==> config.mk <==
export PLATFORM = sky130hd
export DESIGN_NAME = dmem_ctrl_flat
export DESIGN_NICKNAME = d
export VERILOG_FILES = /design/src/rtl/dmem_pkg.sv /design/src/rtl/dmem_ctrl_if.sv /design/src/rtl/dmem_lane.sv /design/src/rtl/dmem_ctrl.sv /design/src/flat_wrapper.sv
export SDC_FILE = /design/constraint.sdc
export NUM_CORES = 1
export LEC_CHECK = 0
export CAP_MARGIN = 20
export CORE_AREA = 2 2 94 96
export CTS_CLUSTER_DIAMETER = 60
export DETAILED_ROUTE_END_ITERATION = 12
export DIE_AREA = 0 0 96 98
export PLACE_DENSITY = 0.83
export SKIP_CTS_REPAIR_TIMING = 1
export SLEW_MARGIN = 15
export SYNTH_ARGS = -nofsm -noshare
export SYNTH_HDL_FRONTEND = slang
export SYNTH_SLANG_ARGS = --single-unit
==> constraint.sdc <==
create_clock -name clk -period 3.2 [get_ports clk]
set_input_delay 0.64 -clock clk [delete_from_list [all_inputs] [get_ports clk]]
set_output_delay 0.64 -clock clk [all_outputs]
set_load 0.01 [all_outputs]
==> src/rtl/dmem_pkg.sv <==
// Shared definitions for the data-memory controller: access-size encodings,
// FSM state type, registered request payload and the request legality check.
// Build option: DMEM_CTRL_SUBWORD_EN enables byte/half accesses; without it
// the RMW_WR state does not exist and sub-word requests are rejected.
package dmem_pkg;

  localparam int unsigned DATA_W = 32;

  localparam logic [1:0] SZ_BYTE = 2'd0;
  localparam logic [1:0] SZ_HALF = 2'd1;
  localparam logic [1:0] SZ_WORD = 2'd2;
  localparam logic [1:0] SZ_RSVD = 2'd3;

`ifdef DMEM_CTRL_SUBWORD_EN
  localparam bit SUBWORD_EN = 1'b1;
  typedef enum logic [1:0] {IDLE, ACCESS, RMW_WR, RESP} state_e;
`else
  localparam bit SUBWORD_EN = 1'b0;
  typedef enum logic [1:0] {IDLE, ACCESS, RESP} state_e;
`endif

  // Request fields kept for the duration of one transaction.
  typedef struct packed {
    logic       we;
    logic [1:0] size;
    logic       sgn;
    logic [1:0] off;
  } req_t;

  // Misaligned, reserved or (when disabled) sub-word requests are errors.
  function automatic logic req_bad(input logic [1:0] size, input logic [1:0] off);
    case (size)
      SZ_BYTE: req_bad = !SUBWORD_EN;
      SZ_HALF: req_bad = off[0] || !SUBWORD_EN;
      SZ_WORD: req_bad = (off != 2'd0);
      default: req_bad = 1'b1;
    endcase
  endfunction

endpackage

==> src/rtl/dmem_ctrl_if.sv <==
// CPU request/response and data-RAM signals of the data-memory controller.
// master: requester plus RAM model side (drives req_*, ram_rdata).
// slave : dmem_ctrl side (drives req_ready, resp_*, ram_* controls).
interface dmem_ctrl_if
  import dmem_pkg::*;
#(
  parameter int unsigned ADDR_W = 5
);
  logic              req_valid;
  logic              req_ready;
  logic              req_we;
  logic [1:0]        req_size;
  logic              req_signed;
  logic [31:0]       req_addr;
  logic [DATA_W-1:0] req_wdata;
  logic              resp_valid;
  logic [DATA_W-1:0] resp_rdata;
  logic              resp_err;
  logic              ram_ena;
  logic              ram_wena;
  logic [ADDR_W-1:0] ram_addr;
  logic [DATA_W-1:0] ram_wdata;
  logic [DATA_W-1:0] ram_rdata;

  modport master (
    output req_valid, req_we, req_size, req_signed, req_addr, req_wdata, ram_rdata,
    input  req_ready, resp_valid, resp_rdata, resp_err,
    input  ram_ena, ram_wena, ram_addr, ram_wdata
  );

  modport slave (
    input  req_valid, req_we, req_size, req_signed, req_addr, req_wdata, ram_rdata,
    output req_ready, resp_valid, resp_rdata, resp_err,
    output ram_ena, ram_wena, ram_addr, ram_wdata
  );
endinterface

==> src/rtl/dmem_lane.sv <==
// Little-endian byte-lane logic: extracts and extends a load from a RAM word,
// and merges store data into the addressed lane(s) of an old word.
// Ports: size/off/sgn describe the access; word is the RAM word; wdata is
// right-aligned store data; rdata_c is the load result; merged_c the new word.
module dmem_lane
  import dmem_pkg::*;
(
  input  logic [1:0]        size,
  input  logic [1:0]        off,
  input  logic              sgn,
  input  logic [DATA_W-1:0] word,
  input  logic [DATA_W-1:0] wdata,
  output logic [DATA_W-1:0] rdata_c,
  output logic [DATA_W-1:0] merged_c
);

  logic [15:0]       lo;
  logic [DATA_W-1:0] wdata_sh;
  logic [3:0]        lane_mask;

  // Shift the addressed lane down for loads, store data up for merges.
  always_comb begin
    lo        = 16'(word >> {off, 3'b000});
    wdata_sh  = wdata << {off, 3'b000};
    rdata_c   = word;
    lane_mask = 4'b1111;
    merged_c  = word;
    case (size)
      SZ_BYTE: begin
        rdata_c   = {{24{sgn & lo[7]}}, lo[7:0]};
        lane_mask = 4'b0001 << off;
      end
      SZ_HALF: begin
        rdata_c   = {{16{sgn & lo[15]}}, lo[15:0]};
        lane_mask = 4'b0011 << off;
      end
      default: ;
    endcase
    for (int i = 0; i < 4; i++) begin
      merged_c[8*i +: 8] = lane_mask[i] ? wdata_sh[8*i +: 8] : word[8*i +: 8];
    end
  end

endmodule

==> src/rtl/dmem_ctrl.sv <==
// Data-memory controller: accepts one CPU load/store at a time, drives a
// single-port data RAM with combinational read data, and returns a one-cycle
// response. Sub-word stores use read-modify-write.
// Ports: clk, rst (sync, active high), bus (dmem_ctrl_if.slave) carrying the
// request/response handshake and the RAM drive.
// Build option: define DMEM_CTRL_SUBWORD_EN to support byte/half accesses.
module dmem_ctrl
  import dmem_pkg::*;
#(
  parameter int unsigned ADDR_W = 5
) (
  input logic        clk,
  input logic        rst,
  dmem_ctrl_if.slave bus
);

  state_e            state_q, state_d;
  req_t              req_q, req_d;
  logic              ready_q, ready_d;
  logic              resp_valid_q, resp_valid_d;
  logic              err_q, err_d;
  logic [DATA_W-1:0] rdata_q, rdata_d;
  logic              ena_q, ena_d;
  logic              wena_q, wena_d;
  logic [ADDR_W-1:0] addr_q, addr_d;
  logic [DATA_W-1:0] wdata_q, wdata_d;
  logic              bad_c;
  logic [DATA_W-1:0] lane_rdata_c, lane_merged_c;
  logic              unused_c;

  assign bad_c = req_bad(bus.req_size, bus.req_addr[1:0]);

  // Upper address bits beyond the RAM are deliberately ignored.
  assign unused_c = ^{bus.req_addr[31:ADDR_W+2], lane_merged_c};

  dmem_lane u_lane (
    .size     (req_q.size),
    .off      (req_q.off),
    .sgn      (req_q.sgn),
    .word     (bus.ram_rdata),
    .wdata    (wdata_q),
    .rdata_c  (lane_rdata_c),
    .merged_c (lane_merged_c)
  );

  // Next state and next values of every registered output.
  always_comb begin
    state_d = state_q;
    req_d   = req_q;
    addr_d  = addr_q;
    wdata_d = wdata_q;
    rdata_d = rdata_q;
    err_d   = err_q;
    ena_d   = 1'b0;
    wena_d  = 1'b0;
    case (state_q)
      IDLE: begin
        if (bus.req_valid) begin
          req_d   = '{we: bus.req_we, size: bus.req_size, sgn: bus.req_signed,
                      off: bus.req_addr[1:0]};
          addr_d  = bus.req_addr[ADDR_W+1:2];
          wdata_d = bus.req_wdata;
          rdata_d = '0;
          err_d   = bad_c;
          if (bad_c) begin
            state_d = RESP;
          end else begin
            state_d = ACCESS;
            ena_d   = 1'b1;
            wena_d  = bus.req_we && (bus.req_size == SZ_WORD);
          end
        end
      end
      ACCESS: begin
        state_d = RESP;
        if (!req_q.we) rdata_d = lane_rdata_c;
`ifdef DMEM_CTRL_SUBWORD_EN
        // Sub-word store: the old word is on ram_rdata now; write back merged.
        if (req_q.we && (req_q.size != SZ_WORD)) begin
          state_d = RMW_WR;
          ena_d   = 1'b1;
          wena_d  = 1'b1;
          wdata_d = lane_merged_c;
        end
`endif
      end
`ifdef DMEM_CTRL_SUBWORD_EN
      RMW_WR: state_d = RESP;
`endif
      RESP:    state_d = IDLE;
      default: state_d = IDLE;
    endcase
    ready_d      = (state_d == IDLE);
    resp_valid_d = (state_d == RESP);
  end

  // State and output registers.
  always_ff @(posedge clk) begin
    if (rst) begin
      state_q      <= IDLE;
      req_q        <= '0;
      ready_q      <= 1'b1;
      resp_valid_q <= 1'b0;
      err_q        <= 1'b0;
      rdata_q      <= '0;
      ena_q        <= 1'b0;
      wena_q       <= 1'b0;
      addr_q       <= '0;
      wdata_q      <= '0;
    end else begin
      state_q      <= state_d;
      req_q        <= req_d;
      ready_q      <= ready_d;
      resp_valid_q <= resp_valid_d;
      err_q        <= err_d;
      rdata_q      <= rdata_d;
      ena_q        <= ena_d;
      wena_q       <= wena_d;
      addr_q       <= addr_d;
      wdata_q      <= wdata_d;
    end
  end

  assign bus.req_ready  = ready_q;
  assign bus.resp_valid = resp_valid_q;
  assign bus.resp_err   = err_q;
  assign bus.resp_rdata = rdata_q;
  assign bus.ram_ena    = ena_q;
  assign bus.ram_addr   = addr_q;
  assign bus.ram_wdata  = wdata_q;
  // rst gates the write strobe directly so a write in flight when reset is
  // sampled never reaches the RAM.
  assign bus.ram_wena   = wena_q & ~rst;

endmodule

==> src/flat_wrapper.sv <==
// flat-port wrapper written by rule: the top's interface ports become plain ports
module dmem_ctrl_flat import dmem_pkg::*;
#(
  parameter int unsigned ADDR_W = 5
)
  (clk, rst, bus_req_valid, bus_req_we, bus_req_size, bus_req_signed, bus_req_addr, bus_req_wdata, bus_ram_rdata, bus_req_ready, bus_resp_valid, bus_resp_rdata, bus_resp_err, bus_ram_ena, bus_ram_wena, bus_ram_addr, bus_ram_wdata);
  dmem_ctrl_if #(.ADDR_W(ADDR_W)) bus_i ();
  input logic clk;
  input logic rst;
  input wire logic [$bits(bus_i.req_valid)-1:0] bus_req_valid;
  input wire logic [$bits(bus_i.req_we)-1:0] bus_req_we;
  input wire logic [$bits(bus_i.req_size)-1:0] bus_req_size;
  input wire logic [$bits(bus_i.req_signed)-1:0] bus_req_signed;
  input wire logic [$bits(bus_i.req_addr)-1:0] bus_req_addr;
  input wire logic [$bits(bus_i.req_wdata)-1:0] bus_req_wdata;
  input wire logic [$bits(bus_i.ram_rdata)-1:0] bus_ram_rdata;
  output wire logic [$bits(bus_i.req_ready)-1:0] bus_req_ready;
  output wire logic [$bits(bus_i.resp_valid)-1:0] bus_resp_valid;
  output wire logic [$bits(bus_i.resp_rdata)-1:0] bus_resp_rdata;
  output wire logic [$bits(bus_i.resp_err)-1:0] bus_resp_err;
  output wire logic [$bits(bus_i.ram_ena)-1:0] bus_ram_ena;
  output wire logic [$bits(bus_i.ram_wena)-1:0] bus_ram_wena;
  output wire logic [$bits(bus_i.ram_addr)-1:0] bus_ram_addr;
  output wire logic [$bits(bus_i.ram_wdata)-1:0] bus_ram_wdata;
  assign bus_i.req_valid = bus_req_valid;
  assign bus_i.req_we = bus_req_we;
  assign bus_i.req_size = bus_req_size;
  assign bus_i.req_signed = bus_req_signed;
  assign bus_i.req_addr = bus_req_addr;
  assign bus_i.req_wdata = bus_req_wdata;
  assign bus_i.ram_rdata = bus_ram_rdata;
  assign bus_req_ready = bus_i.req_ready;
  assign bus_resp_valid = bus_i.resp_valid;
  assign bus_resp_rdata = bus_i.resp_rdata;
  assign bus_resp_err = bus_i.resp_err;
  assign bus_ram_ena = bus_i.ram_ena;
  assign bus_ram_wena = bus_i.ram_wena;
  assign bus_ram_addr = bus_i.ram_addr;
  assign bus_ram_wdata = bus_i.ram_wdata;
  dmem_ctrl #(.ADDR_W(ADDR_W)) u_core (.clk(clk), .rst(rst), .bus(bus_i));
endmodule
==> impl_results.html, run 1 <==
<table>
<tr><th>Metric</th><th>Value</th></tr>
<tr><th colspan="2">Worst setup path</th></tr>
<tr><td>Critical Path AT</td><td>1.61 ns</td></tr>
<tr><td>Cell count of the worst reg-to-reg path</td><td>4</td></tr>
<tr><td>Peak fanout along the critical path</td><td>24</td></tr>
<tr><td>Startpoint types</td><td>input pin</td></tr>
<tr><td>Critical path data required time</td><td>2.56 ns</td></tr>
<tr><td>Setup crit end kind</td><td>primary output</td></tr>
<tr><td>Worst setup path category</td><td>in2out</td></tr>
<tr><th colspan="2">Drt</th></tr>
<tr><td>Detailed-routing iteration count for the pre-antenna-repair pass</td><td>4</td></tr>
<tr><td>Antenna viol nets, final</td><td>0</td></tr>
<tr><td>Routed wl met3</td><td>780 um</td></tr>
<tr><td>Via count</td><td>3418</td></tr>
<tr><td>Routed len/inst</td><td>15.0 um</td></tr>
<tr><td>Top layer used by detailed routing</td><td>met4</td></tr>
<tr><td>Length of routed met2 wiring</td><td>4700 um</td></tr>
<tr><td>Routed metal-1 wirelength</td><td>4150 um</td></tr>
<tr><td>Number of design rule violations left after detail routing</td><td>0</td></tr>
<tr><td>DRC marker count from the first detailed-route iteration</td><td>85</td></tr>
<tr><td>Total routed wirelength</td><td>9860 um</td></tr>
<tr><td>Vias per inst</td><td>5.21</td></tr>
<tr><th colspan="2">Die</th></tr>
<tr><td>Width of the die</td><td>96 um</td></tr>
<tr><td>Starting density of the core</td><td>0.412</td></tr>
<tr><td>Top-level I/O count</td><td>177</td></tr>
<tr><td>Floorplan die height</td><td>98 um</td></tr>
<tr><td>Placeable core area</td><td>0.00847 sq mm</td></tr>
<tr><td>Num rows</td><td>34</td></tr>
<tr><td>Die area</td><td>0.00941 sq mm</td></tr>
<tr><th colspan="2">Synth</th></tr>
<tr><td>Gate count after technology mapping</td><td>407</td></tr>
<tr><td>Yosys top cell by area</td><td>sky130_fd_sc_hd__dfxtp_1</td></tr>
<tr><td>Flops &amp; latches, synth</td><td>82</td></tr>
<tr><td>Synth warn</td><td>0</td></tr>
<tr><td>Seq/Total Area, Yosys</td><td>0.471</td></tr>
<tr><td>Post-synthesis instance area</td><td>0.00349 sq mm</td></tr>
<tr><td>Share of Yosys cell area claimed by the top area cell type</td><td>0.471</td></tr>
<tr><td>Mean area per synthesized cell</td><td>8.57 sq um</td></tr>
<tr><td>Net Count, Synth</td><td>510</td></tr>
<tr><td>Post-synth top cells</td><td>103 x sky130_fd_sc_hd__nand2_1, 82 x sky130_fd_sc_hd__dfxtp_1, 52 x sky130_fd_sc_hd__a21oi_1</td></tr>
<tr><td>Cells taking the most area after synthesis</td><td>sky130_fd_sc_hd__dfxtp_1 47%, sky130_fd_sc_hd__nand2_1 11%, sky130_fd_sc_hd__a21oi_1 7.5%</td></tr>
<tr><td>Number of distinct standard cells referenced by the synthesized netlist</td><td>39</td></tr>
<tr><td>Top_reg_cell synth</td><td>sky130_fd_sc_hd__dfxtp_1</td></tr>
<tr><td>Most common cell in the synthesized netlist</td><td>sky130_fd_sc_hd__nand2_1</td></tr>
<tr><td>Number of enable-type register cells in the synthesized netlist</td><td>0</td></tr>
<tr><td>Fraction of synthesis flops using an asynchronous set or reset pin</td><td>0</td></tr>
<tr><th colspan="2">Placement</th></tr>
<tr><td>GPL Wtd Cong</td><td>0.824</td></tr>
<tr><td>Placed insts</td><td>640</td></tr>
<tr><td>Total half-perimeter wirelength after legalization and detailed placement</td><td>7210 um</td></tr>
<tr><td>Input/output buffers</td><td>151</td></tr>
<tr><th colspan="2">Power</th></tr>
<tr><td>Power per cell area</td><td>442 mW/mm^2</td></tr>
<tr><td>Leakage power</td><td>1.89 nW</td></tr>
<tr><td>Largest vdd supply drop</td><td>0.000285 V</td></tr>
<tr><th colspan="2">Cells and area</th></tr>
<tr><td>Total of fill cells in the finished design</td><td>742</td></tr>
<tr><td>Cell Count, Final, Fillers Out</td><td>656</td></tr>
<tr><td>Share of cells above drive strength 1</td><td>0.0839</td></tr>
<tr><td>Reg area</td><td>0.00164 sq mm</td></tr>
<tr><td>Total inserted antenna cells</td><td>0</td></tr>
<tr><td>Multi-input gate area in the final layout</td><td>0.00166 sq mm</td></tr>
<tr><td>Synthesis-to-layout area growth</td><td>51.3%</td></tr>
<tr><td>Layout Nets</td><td>646</td></tr>
<tr><th colspan="2">Global routing</th></tr>
<tr><td>Overflow left after global routing</td><td>0</td></tr>
<tr><td>Wire length of the first global-routing pass</td><td>15700 um</td></tr>
<tr><td>Gr usage total</td><td>0.208</td></tr>
<tr><td>Pin count of the biggest net entering global routing</td><td>59</td></tr>
<tr><td>Via count of the first global-routing pass</td><td>3353</td></tr>
<tr><td>Antenna violations before repair</td><td>0</td></tr>
<tr><th colspan="2">CTS</th></tr>
<tr><td>TritonCTS clock tree</td><td>done</td></tr>
<tr><td>Clock latency on the worst-skew pair</td><td>0.35 ns</td></tr>
<tr><td>H-Tree Depth</td><td>3</td></tr>
<tr><td>TritonCTS sink count</td><td>82</td></tr>
<tr><td>Maximum clock insertion buffer count</td><td>2</td></tr>
<tr><td>Root buf cell</td><td>sky130_fd_sc_hd__clkbuf_8</td></tr>
<tr><td>Clock-pin transition on the worst setup and hold timing paths</td><td>0.08 ns</td></tr>
<tr><td>Number of clock buffers inserted by TritonCTS</td><td>9</td></tr>
<tr><th colspan="2">Hold path</th></tr>
<tr><td>WHS Path Cells</td><td>2</td></tr>
<tr><td>Hold WC Path Type</td><td>reg2reg</td></tr>
<tr><th colspan="2">Status</th></tr>
<tr><td>Outcome</td><td>finished clean</td></tr>
<tr><th colspan="2">Timing</th></tr>
<tr><td>Final number of hold-violating endpoints</td><td>0</td></tr>
<tr><td>RSZ-0062 raised after global routing</td><td>no</td></tr>
<tr><td>Maximum clock skew at final layout</td><td>0.00891 ns</td></tr>
<tr><td>Fraction of the cycle the final worst path needs</td><td>0.702</td></tr>
<tr><td>Aggregate negative setup slack</td><td>0 ns</td></tr>
<tr><td>Number of setup violations in the final report</td><td>0</td></tr>
<tr><td>Measured slew at the worst slew-check pin</td><td>0.802 ns</td></tr>
<tr><td>Max-Slew Margin vs Limit</td><td>0.466</td></tr>
<tr><td>Tmin final</td><td>2.25 ns</td></tr>
<tr><td>Count of final max-slew check failures</td><td>0</td></tr>
<tr><td>Timing-limited maximum frequency</td><td>445 MHz</td></tr>
<tr><th colspan="2">Run</th></tr>
<tr><td>Number of max-cap violations</td><td>0</td></tr>
</table>
==> worst max-delay path: stages <==
cell and delay, ns:
sky130_fd_sc_hd__buf_2 0.37, sky130_fd_sc_hd__nor2b_1 0.09, sky130_fd_sc_hd__clkdlybuf4s50_1 0.50
==> layout make-up <==
cell class | instances | area share
multi-input combinational | 282 | 0.314
sequential | 82 | 0.311
timing repair buffer | 159 | 0.297
tap | 108 | 0.0256
clock buffer | 9 | 0.0235
clock inverter | 7 | 0.0223
inverter | 9 | 0.00640
==> stage by stage <==
| step | worst slack (ns) | util | power (mW) | area, sq um | hold WS [ns] |
|---|---|---|---|---|---|
| 2_1_floorplan | 1.37 | - | 1.26 | 3490 | 0.444 |
| 4_1_cts | 0.934 | 0.623 | 2.36 | 5280 | 0.457 |
| 6_report | 0.953 | 0.623 | 2.33 | 5280 | 0.455 |
| 5_1_grt | 0.908 | 0.623 | 2.43 | 5280 | 0.472 |
| 3_5_place_dp | 0.807 | 0.595 | 1.46 | 5040 | 0.447 |
| 3_3_place_gp | 0.896 | 0.595 | 1.45 | 5040 | 0.441 |
==> flip-flops by register name, summed over array words and instances, names as in the netlist <==
signal,count
u_core.req_q,6
u_core.bus.req_ready,1
u_core.bus.resp_err,1
u_core.bus.resp_valid,1
u_core.bus.ram_addr,5
u_core.state_q,2
u_core.bus.ram_wdata,32
u_core.bus.resp_rdata,32
u_core.wena_q,1
u_core.bus.ram_ena,1
==> routing by layer <==
layer	vias up	GRT usage
met1	1586	0.249
met5	-	0
li1	1688	-
met4	0	0.0824
met3	20	0.0548
met2	124	0.351
==> where the power goes <==
part	internal [mW]	total, mW	leakage [nW]	switching, mW
registers	1.06	1.08	0.669	0.0270
clock network	0.518	0.894	0.123	0.376
logic	0.192	0.353	1.10	0.162
total	1.77	2.33	1.89	0.564
==> worst paths after layout <==
check,startpoint,endpoint,slack [ns]
worst max register to register,u_core.req_q[0],u_core.bus.resp_rdata[18],1.11
worst max-delay path,rst,bus_ram_wena,0.95
worst min register to register,u_core.bus.ram_addr[0],u_core.bus.ram_addr[0],0.46
worst min-delay path,u_core.bus.ram_addr[0],u_core.bus.ram_addr[0],0.46
==> cell families (layout without fill, tap and decap cells) <==
family,count (synthesis),count (layout),share of synthesized area
flops,82,82,0.471
compound gates,127,127,0.239
simple gates,141,141,0.188
buf+inv,43,184,0.0553
mux,14,14,0.0474
==> cell usage in the layout (no fill, tap or decap), types with 3 or more instances in the layout <==
cell type and count:
sky130_fd_sc_hd__bufinv_16 3, sky130_fd_sc_hd__nand2_1 103, sky130_fd_sc_hd__nor2_1 7, sky130_fd_sc_hd__buf_4 8
sky130_fd_sc_hd__a21oi_1 52, sky130_fd_sc_hd__nand3_1 6, sky130_fd_sc_hd__a22oi_1 23, sky130_fd_sc_hd__clkbuf_8 9
sky130_fd_sc_hd__o2111ai_1 6, sky130_fd_sc_hd__clkdlybuf4s50_1 150, sky130_fd_sc_hd__nand2b_1 10, sky130_fd_sc_hd__o211ai_1 13
sky130_fd_sc_hd__mux2i_1 12, sky130_fd_sc_hd__o2bb2ai_1 7, sky130_fd_sc_hd__inv_1 9, sky130_fd_sc_hd__o21ai_0 8
sky130_fd_sc_hd__o21ai_2 10, sky130_fd_sc_hd__dfxtp_1 82
(Power assumes the default switching activity.)
==> run 2: changes to the inputs <==
--- a/config.mk
+++ b/config.mk
@@ -6,11 +6,11 @@
 export NUM_CORES = 1
 export LEC_CHECK = 0
 export CAP_MARGIN = 20
-export CORE_AREA = 2 2 94 96
+export CORE_AREA = 2 2 97 99
 export CTS_CLUSTER_DIAMETER = 60
 export DETAILED_ROUTE_END_ITERATION = 12
-export DIE_AREA = 0 0 96 98
-export PLACE_DENSITY = 0.83
+export DIE_AREA = 0 0 99 101
+export PLACE_DENSITY = 0.79
 export SKIP_CTS_REPAIR_TIMING = 1
 export SLEW_MARGIN = 15
 export SYNTH_ARGS = -nofsm -noshare
==> constraint.sdc (replaced) <==
create_clock -name clk -period 2.3 [get_ports clk]
set_input_delay 0.46 -clock clk [delete_from_list [all_inputs] [get_ports clk]]
set_output_delay 0.46 -clock clk [all_outputs]
set_load 0.01 [all_outputs]
==> impl_results.html, run 2 (synthesized netlist as in run 1, its figures left out) <==
<table>
<tr><th>Metric</th><th>Value</th></tr>
<tr><th colspan="2">Status</th></tr>
<tr><td>Outcome</td><td>finished clean (unchanged)</td></tr>
<tr><th colspan="2">Die</th></tr>
<tr><td>Top-level I/O count</td><td>177 (unchanged)</td></tr>
<tr><td>Starting density of the core</td><td>0.388 (was 0.412)</td></tr>
<tr><td>Placeable core area</td><td>0.00898 sq mm (was 0.00847 sq mm)</td></tr>
<tr><td>Die area</td><td>0.0100 sq mm (was 0.00941 sq mm)</td></tr>
<tr><td>Floorplan die height</td><td>101 um (was 98 um)</td></tr>
<tr><td>Num rows</td><td>35 (was 34)</td></tr>
<tr><td>Width of the die</td><td>99 um (was 96 um)</td></tr>
<tr><th colspan="2">Global routing</th></tr>
<tr><td>Gr usage total</td><td>0.198 (was 0.208)</td></tr>
<tr><td>Antenna violations before repair</td><td>0 (unchanged)</td></tr>
<tr><td>Wire length of the first global-routing pass</td><td>16000 um (was 15700 um)</td></tr>
<tr><td>Pin count of the biggest net entering global routing</td><td>45 (was 59)</td></tr>
<tr><td>Via count of the first global-routing pass</td><td>3226 (was 3353)</td></tr>
<tr><td>Overflow left after global routing</td><td>0 (unchanged)</td></tr>
<tr><th colspan="2">Hold path</th></tr>
<tr><td>Hold WC Path Type</td><td>reg2reg (unchanged)</td></tr>
<tr><td>Hold Startpoint</td><td>u_core.bus.ram_addr[0] (unchanged)</td></tr>
<tr><th colspan="2">Timing</th></tr>
<tr><td>Number of setup violations in the final report</td><td>0 (unchanged)</td></tr>
<tr><td>Max-Slew Margin vs Limit</td><td>0.477 (was 0.466)</td></tr>
<tr><td>Timing-limited maximum frequency</td><td>549 MHz</td></tr>
<tr><td>Tmin final</td><td>1.82 ns</td></tr>
<tr><td>Fraction of the cycle the final worst path needs</td><td>0.792</td></tr>
<tr><td>Count of final max-slew check failures</td><td>0 (unchanged)</td></tr>
<tr><td>Measured slew at the worst slew-check pin</td><td>0.785 ns (was 0.802 ns)</td></tr>
<tr><td>Final number of hold-violating endpoints</td><td>0 (unchanged)</td></tr>
<tr><td>RSZ-0062 raised after global routing</td><td>no (unchanged)</td></tr>
<tr><td>Maximum clock skew at final layout</td><td>0.0121 ns (was 0.00891 ns)</td></tr>
<tr><td>Aggregate negative setup slack</td><td>0 ns (unchanged)</td></tr>
<tr><th colspan="2">Placement</th></tr>
<tr><td>Dpl cell area</td><td>0.00506 sq mm (was 0.00504 sq mm)</td></tr>
<tr><td>Input/output buffers</td><td>151 (unchanged)</td></tr>
<tr><td>Placed insts</td><td>646 (was 640)</td></tr>
<tr><td>Total half-perimeter wirelength after legalization and detailed placement</td><td>7230 um (was 7210 um)</td></tr>
<tr><td>GPL Wtd Cong</td><td>0.837 (was 0.824)</td></tr>
<tr><th colspan="2">CTS</th></tr>
<tr><td>Root buf cell</td><td>sky130_fd_sc_hd__clkbuf_8 (unchanged)</td></tr>
<tr><td>Clock latency on the worst-skew pair</td><td>0.34 ns (was 0.35 ns)</td></tr>
<tr><td>TritonCTS clock tree</td><td>done (unchanged)</td></tr>
<tr><td>H-Tree Depth</td><td>3 (unchanged)</td></tr>
<tr><td>Number of clock buffers inserted by TritonCTS</td><td>9 (unchanged)</td></tr>
<tr><td>Maximum clock insertion buffer count</td><td>2 (unchanged)</td></tr>
<tr><td>Clock-pin transition on the worst setup and hold timing paths</td><td>0.08 ns (about the same)</td></tr>
<tr><td>TritonCTS sink count</td><td>82 (unchanged)</td></tr>
<tr><th colspan="2">Cells and area</th></tr>
<tr><td>Cell Count, Final, Fillers Out</td><td>662 (was 656)</td></tr>
<tr><td>Layout Nets</td><td>649 (was 646)</td></tr>
<tr><td>Design Area, Final</td><td>0.00524 sq mm (was 0.00528 sq mm)</td></tr>
<tr><td>Synthesis-to-layout area growth</td><td>50.2% (was 51.3%)</td></tr>
<tr><td>Share of cells above drive strength 1</td><td>0.0889 (was 0.0839)</td></tr>
<tr><td>Total inserted antenna cells</td><td>0 (unchanged)</td></tr>
<tr><td>Commonest non-fill, non-tap cells in the layout</td><td>150 x sky130_fd_sc_hd__clkdlybuf4s50_1, 103 x sky130_fd_sc_hd__nand2_1, 82 x sky130_fd_sc_hd__dfxtp_1, 52 x sky130_fd_sc_hd__a21oi_1, 23 x sky130_fd_sc_hd__a22oi_1 (unchanged)</td></tr>
<tr><td>Leading cell type in the layout, fill and taps excluded</td><td>sky130_fd_sc_hd__clkdlybuf4s50_1 (unchanged)</td></tr>
<tr><td>Final core utilization</td><td>0.583 (was 0.623)</td></tr>
<tr><th colspan="2">Drt</th></tr>
<tr><td>Top layer used by detailed routing</td><td>met4 (unchanged)</td></tr>
<tr><td>Number of design rule violations left after detail routing</td><td>0 (unchanged)</td></tr>
<tr><td>Routed wl met3</td><td>824 um (was 780 um)</td></tr>
<tr><td>Routed metal-1 wirelength</td><td>4210 um (was 4150 um)</td></tr>
<tr><td>Routed len/inst</td><td>15.1 um (was 15.0 um)</td></tr>
<tr><td>Total routed wirelength</td><td>9970 um (was 9860 um)</td></tr>
<tr><td>Antenna viol nets, final</td><td>0 (unchanged)</td></tr>
<tr><td>Length of routed met2 wiring</td><td>4860 um (was 4700 um)</td></tr>
<tr><td>Detailed-routing iteration count for the pre-antenna-repair pass</td><td>4 (unchanged)</td></tr>
<tr><td>DRC marker count from the first detailed-route iteration</td><td>161 (was 85)</td></tr>
<tr><td>Vias per inst</td><td>5.21 (about the same)</td></tr>
<tr><td>Via count</td><td>3449 (was 3418)</td></tr>
<tr><th colspan="2">Worst setup path</th></tr>
<tr><td>Worst setup path category</td><td>reg2out (was in2out)</td></tr>
<tr><td>Critical Path AT</td><td>1.36 ns (was 1.61 ns)</td></tr>
<tr><td>Peak fanout along the critical path</td><td>1 (was 24)</td></tr>
<tr><td>Startpoint types</td><td>register (was input pin)</td></tr>
<tr><td>Setup crit end kind</td><td>primary output (unchanged)</td></tr>
<tr><td>Cell-by-cell listing of the critical path</td><td>nor2b_1 -&gt; clkdlybuf4s50_1 (was buf_2 -&gt; nor2b_1 -&gt; clkdlybuf4s50_1)</td></tr>
<tr><td>CP peak stage delay</td><td>0.57 ns (was 0.50 ns)</td></tr>
<tr><td>Worst setup path start</td><td>u_core.wena_q (was rst)</td></tr>
<tr><td>Critical-path cell with the highest stage delay</td><td>sky130_fd_sc_hd__clkdlybuf4s50_1 (unchanged)</td></tr>
<tr><td>Critical path data required time</td><td>1.84 ns (was 2.56 ns)</td></tr>
<tr><td>Start of the worst register-to-register path</td><td>u_core.req_q[0] (unchanged)</td></tr>
<tr><th colspan="2">Run</th></tr>
<tr><td>Number of max-cap violations</td><td>0 (unchanged)</td></tr>
<tr><th colspan="2">Power</th></tr>
<tr><td>Power per cell area</td><td>564 mW/mm^2 (was 442 mW/mm^2)</td></tr>
<tr><td>Largest vdd supply drop</td><td>0.000314 V (was 0.000285 V)</td></tr>
<tr><td>Leakage power</td><td>1.87 nW (was 1.89 nW)</td></tr>
</table>
-- run 2: final timing paths --
kind,end,slack (ns),depth (start not counted)
max,bus_ram_wena,0.48,2
max reg2reg,u_core.bus.resp_rdata[20],0.49,4
min,u_core.bus.ram_addr[0],0.46,2
min reg2reg,u_core.bus.ram_addr[0],0.46,2
-- run 2: layout make-up --
| cell class | instances | area [sq um] |
|---|---|---|
| Clock buffer | 9 | 124 |
| Multi-Input combinational cell | 282 | 1660 |
| Fill cell | 819 | 3740 |
| Tap cell | 111 | 139 |
| Clock inverter | 7 | 51.3 |
| Sequential cell | 82 | 1640 |
| Inverter | 9 | 33.8 |
| Timing Repair Buffer | 162 | 1590 |
-- run 2: layer usage --
layer  vias up  global-route usage
met1      1604               0.251
met5         -                   0
li1       1702                   -
met4         0              0.0611
met2       135               0.326
met3         8              0.0603
-- run 2: power breakdown --
group / internal (mW) / switching, mW
clock network: 0.400 / 0.551
registers: 1.47 / 0.0356
logic: 0.269 / 0.227
-- run 2: stage by stage --
| step | hold WS [ns] | setup slack [ns] | total power, mW |
|---|---|---|---|
| after global placement | 0.441 | 0.208 | 2.02 |
| after global routing | 0.479 | 0.320 | 3.11 |
| after detailed placement | 0.448 | 0.140 | 2.03 |
| after CTS | 0.461 | 0.451 | 2.99 |
| final | 0.457 | 0.479 | 2.95 |
| after floorplan | 0.444 | 0.646 | 1.75 |
-- run 2: worst max-delay path, delay by kind of cell (launching register included) --
| family | cells | cell delay, ns |
|---|---|---|
| DFF | 1 | 0.31 |
| buffers and inverters | 1 | 0.57 |
| and+or+nand+nor | 1 | 0.15 |
==> run 3: changes to the inputs <==
==> constraint.sdc (replaced) <==
create_clock -name clk -period 1.7 [get_ports clk]
set_input_delay 0.34 -clock clk [delete_from_list [all_inputs] [get_ports clk]]
set_output_delay 0.34 -clock clk [all_outputs]
set_load 0.01 [all_outputs]
==> impl_results.html, run 3 (synthesized netlist as in run 1, its figures left out) <==
<table>
<tr><th>Metric</th><th>Value</th></tr>
<tr><th colspan="2">Die</th></tr>
<tr><td>Floorplan die height</td><td>101 um (unchanged)</td></tr>
<tr><td>Width of the die</td><td>99 um (unchanged)</td></tr>
<tr><td>Die area</td><td>0.0100 sq mm (unchanged)</td></tr>
<tr><td>Starting density of the core</td><td>0.388 (unchanged)</td></tr>
<tr><td>Top-level I/O count</td><td>177 (unchanged)</td></tr>
<tr><td>Placeable core area</td><td>0.00898 sq mm (unchanged)</td></tr>
<tr><td>Num rows</td><td>35 (unchanged)</td></tr>
<tr><th colspan="2">Cells and area</th></tr>
<tr><td>Synthesis-to-layout area growth</td><td>57.8% (was 50.2%)</td></tr>
<tr><td>Total inserted antenna cells</td><td>0 (unchanged)</td></tr>
<tr><td>Total of fill cells in the finished design</td><td>763 (was 819)</td></tr>
<tr><td>Leading cell type in the layout, fill and taps excluded</td><td>sky130_fd_sc_hd__clkdlybuf4s50_1 (unchanged)</td></tr>
<tr><td>Commonest non-fill, non-tap cells in the layout</td><td>147 x sky130_fd_sc_hd__clkdlybuf4s50_1, 103 x sky130_fd_sc_hd__nand2_1, 80 x sky130_fd_sc_hd__dfxtp_1, 52 x sky130_fd_sc_hd__a21oi_1, 26 x sky130_fd_sc_hd__buf_4 (was 150 x sky130_fd_sc_hd__clkdlybuf4s50_1, 103 x sky130_fd_sc_hd__nand2_1, 82 x sky130_fd_sc_hd__dfxtp_1, 52 x sky130_fd_sc_hd__a21oi_1, 23 x sky130_fd_sc_hd__a22oi_1)</td></tr>
<tr><td>Cell Count, Final, Fillers Out</td><td>680 (was 662)</td></tr>
<tr><td>Multi-input gate area in the final layout</td><td>0.00167 sq mm (was 0.00166 sq mm)</td></tr>
<tr><td>Reg area</td><td>0.00164 sq mm (about the same)</td></tr>
<tr><td>Share of cells above drive strength 1</td><td>0.123 (was 0.0889)</td></tr>
<tr><td>Layout Nets</td><td>667 (was 649)</td></tr>
<tr><th colspan="2">Power</th></tr>
<tr><td>Flop pwr share</td><td>0.443 (was 0.510)</td></tr>
<tr><td>Leakage power</td><td>2.05 nW (was 1.87 nW)</td></tr>
<tr><td>Switching Share</td><td>0.236 (was 0.276)</td></tr>
<tr><td>Switching power of the nets</td><td>1.08 mW (was 0.814 mW)</td></tr>
<tr><td>Power share of the clock group</td><td>0.401 (was 0.322)</td></tr>
<tr><td>Largest vdd supply drop</td><td>0.000514 V (was 0.000314 V)</td></tr>
<tr><td>Power per cell area</td><td>834 mW/mm^2 (was 564 mW/mm^2)</td></tr>
<tr><td>Part of the power in combinational logic</td><td>0.156 (was 0.168)</td></tr>
<tr><td>Design internal power</td><td>3.50 mW (was 2.14 mW)</td></tr>
<tr><td>Overall power after layout</td><td>4.59 mW (was 2.95 mW)</td></tr>
<tr><th colspan="2">Drt</th></tr>
<tr><td>Number of design rule violations left after detail routing</td><td>0 (unchanged)</td></tr>
<tr><td>DRC marker count from the first detailed-route iteration</td><td>143 (was 161)</td></tr>
<tr><td>Routed len/inst</td><td>15.4 um (was 15.1 um)</td></tr>
<tr><td>Via count</td><td>3579 (was 3449)</td></tr>
<tr><td>Antenna viol nets, final</td><td>0 (unchanged)</td></tr>
<tr><td>Total routed wirelength</td><td>10500 um (was 9970 um)</td></tr>
<tr><td>Vias per inst</td><td>5.26 (was 5.21)</td></tr>
<tr><td>Detailed-routing iteration count for the pre-antenna-repair pass</td><td>4 (unchanged)</td></tr>
<tr><th colspan="2">Timing</th></tr>
<tr><td>Final number of hold-violating endpoints</td><td>0 (unchanged)</td></tr>
<tr><td>Timing-limited maximum frequency</td><td>605 MHz</td></tr>
<tr><td>Number of setup violations in the final report</td><td>0 (unchanged)</td></tr>
<tr><td>Fraction of the cycle the final worst path needs</td><td>0.972</td></tr>
<tr><td>Hold slack final</td><td>0.399 ns (was 0.457 ns)</td></tr>
<tr><td>Max-Slew Margin vs Limit</td><td>0.734 (was 0.477)</td></tr>
<tr><td>Maximum clock skew at final layout</td><td>0.00886 ns (was 0.0121 ns)</td></tr>
<tr><td>RSZ-0062 raised after global routing</td><td>yes (was no)</td></tr>
<tr><td>Measured slew at the worst slew-check pin</td><td>0.400 ns (was 0.785 ns)</td></tr>
<tr><td>Count of final max-slew check failures</td><td>0 (unchanged)</td></tr>
<tr><td>Tmin final</td><td>1.65 ns</td></tr>
<tr><th colspan="2">Status</th></tr>
<tr><td>Outcome</td><td>finished clean (unchanged)</td></tr>
<tr><th colspan="2">CTS</th></tr>
<tr><td>Root buf cell</td><td>sky130_fd_sc_hd__clkbuf_8 (unchanged)</td></tr>
<tr><td>TritonCTS clock tree</td><td>done (unchanged)</td></tr>
<tr><td>Clock-pin transition on the worst setup and hold timing paths</td><td>0.08 ns (about the same)</td></tr>
<tr><td>Maximum clock insertion buffer count</td><td>2 (unchanged)</td></tr>
<tr><td>Clock latency on the worst-skew pair</td><td>0.35 ns (was 0.34 ns)</td></tr>
<tr><td>H-Tree Depth</td><td>3 (unchanged)</td></tr>
<tr><td>Number of clock buffers inserted by TritonCTS</td><td>9 (unchanged)</td></tr>
<tr><td>TritonCTS sink count</td><td>82 (unchanged)</td></tr>
<tr><th colspan="2">Worst setup path</th></tr>
<tr><td>Worst setup path category</td><td>in2reg (was reg2out)</td></tr>
<tr><td>Critical path data required time</td><td>1.99 ns (was 1.84 ns)</td></tr>
<tr><td>Peak fanout along the critical path</td><td>7 (was 1)</td></tr>
<tr><td>Worst setup path start</td><td>bus_ram_rdata[15] (was u_core.wena_q)</td></tr>
<tr><td>Start of the worst register-to-register path</td><td>u_core.state_q[0] (was u_core.req_q[0])</td></tr>
<tr><td>Setup crit end kind</td><td>register (was primary output)</td></tr>
<tr><td>RR Endpoint</td><td>u_core.bus.resp_rdata[23] (was u_core.bus.resp_rdata[20])</td></tr>
<tr><td>Cell count of the worst reg-to-reg path</td><td>5 (was 4)</td></tr>
<tr><td>Startpoint types</td><td>input pin (was register)</td></tr>
<tr><td>Critical path destination</td><td>u_core.bus.resp_rdata[23] (was bus_ram_wena)</td></tr>
<tr><td>Critical Path AT</td><td>1.94 ns (was 1.36 ns)</td></tr>
<tr><td>Slack of the worst reg-to-reg path</td><td>0.11 ns (was 0.49 ns)</td></tr>
<tr><th colspan="2">Placement</th></tr>
<tr><td>Placed insts</td><td>655 (was 646)</td></tr>
<tr><td>GPL Wtd Cong</td><td>0.838 (was 0.837)</td></tr>
<tr><td>Input/output buffers</td><td>151 (unchanged)</td></tr>
<tr><td>Total half-perimeter wirelength after legalization and detailed placement</td><td>7400 um (was 7230 um)</td></tr>
<tr><th colspan="2">Global routing</th></tr>
<tr><td>Pin count of the biggest net entering global routing</td><td>44 (was 45)</td></tr>
<tr><td>Via count of the first global-routing pass</td><td>3405 (was 3226)</td></tr>
<tr><td>Antenna violations before repair</td><td>0 (unchanged)</td></tr>
<tr><td>Wire length of the first global-routing pass</td><td>16600 um (was 16000 um)</td></tr>
<tr><td>Overflow left after global routing</td><td>0 (unchanged)</td></tr>
<tr><td>Gr usage total</td><td>0.205 (was 0.198)</td></tr>
<tr><th colspan="2">Run</th></tr>
<tr><td>Number of max-cap violations</td><td>0 (unchanged)</td></tr>
<tr><th colspan="2">Hold path</th></tr>
<tr><td>Hold WC Path Type</td><td>in2reg (was reg2reg)</td></tr>
</table>
-- run 3: cell types whose count changed in the layout (fill, tap and decap cells not counted), moves of 3 or more --
cell / previous run / this run
sky130_fd_sc_hd__buf_4: 11 / 26
sky130_fd_sc_hd__bufinv_16: 0 / 4
sky130_fd_sc_hd__clkdlybuf4s50_1: 150 / 147
sky130_fd_sc_hd__dlymetal6s2s_1: 0 / 3
sky130_fd_sc_hd__inv_6: 3 / 0
-- run 3: through the flow --
step,util,worst slack (ns),instance area [sq um],setup TNS [ns]
2_1_floorplan,-,0.166,3490,0
3_3_place_gp,0.574,-0.291,5150,-6.10
3_5_place_dp,0.574,-0.391,5150,-8.62
4_1_cts,0.604,-0.0345,5420,-0.0914
5_1_grt,0.613,-0.00159,5500,-0.00159
6_report,0.613,0.0475,5500,0
-- run 3: how the worst min path moves through the flow --
stage | slack [ns] | to | cells after the start | from
after floorplan | 0.44 | u_core.req_q[5] | 2 | u_core.req_q[5]
after detailed placement | 0.45 | u_core.bus.ram_wdata[20] | 2 | u_core.bus.ram_wdata[20]
after global placement | 0.44 | u_core.bus.ram_wdata[20] | 2 | u_core.bus.ram_wdata[20]
final | 0.40 | u_core.bus.resp_rdata[23] | 3 | bus_ram_rdata[23]
after CTS | 0.45 | u_core.bus.resp_rdata[6] | 3 | rst
after global routing | 0.44 | u_core.bus.resp_rdata[23] | 3 | bus_ram_rdata[23]
-- run 3: cell type report --
class	count	share of cell area
Tap cell	111	0.0252
Inverter	9	0.00614
Sequential cell	82	0.299
Clock buffer	9	0.0225
Multi-Input combinational cell	283	0.304
Timing Repair Buffer	179	0.318
Clock inverter	7	0.0257
-- run 3: power groups by stage --
stage | Sequential [mW] | Clock [mW] | Combinational, mW
finish | 2.03 | 1.84 | 0.717
detailed placement | 2.08 | 0 | 0.710
global route | 2.04 | 1.95 | 0.779
CTS | 2.03 | 1.88 | 0.715
global placement | 2.07 | 0 | 0.696
floorplan | 2.09 | 0 | 0.277
-- run 3: worst max-delay path: stages --
cell and delay, ns:
sky130_fd_sc_hd__clkdlybuf4s50_1 0.51, sky130_fd_sc_hd__mux2i_1 0.10, sky130_fd_sc_hd__mux4_2 0.51, sky130_fd_sc_hd__nand3b_4 0.24, sky130_fd_sc_hd__buf_4 0.19, sky130_fd_sc_hd__o21ai_2 0.05
-- run 3: routing by layer --
metal / global-route usage / part of all wire
met1: 0.257 / 0.42
met2: 0.336 / 0.47
met3: 0.0617 / 0.085
met4: 0.0717 / 0.018
met5: 0 / 0
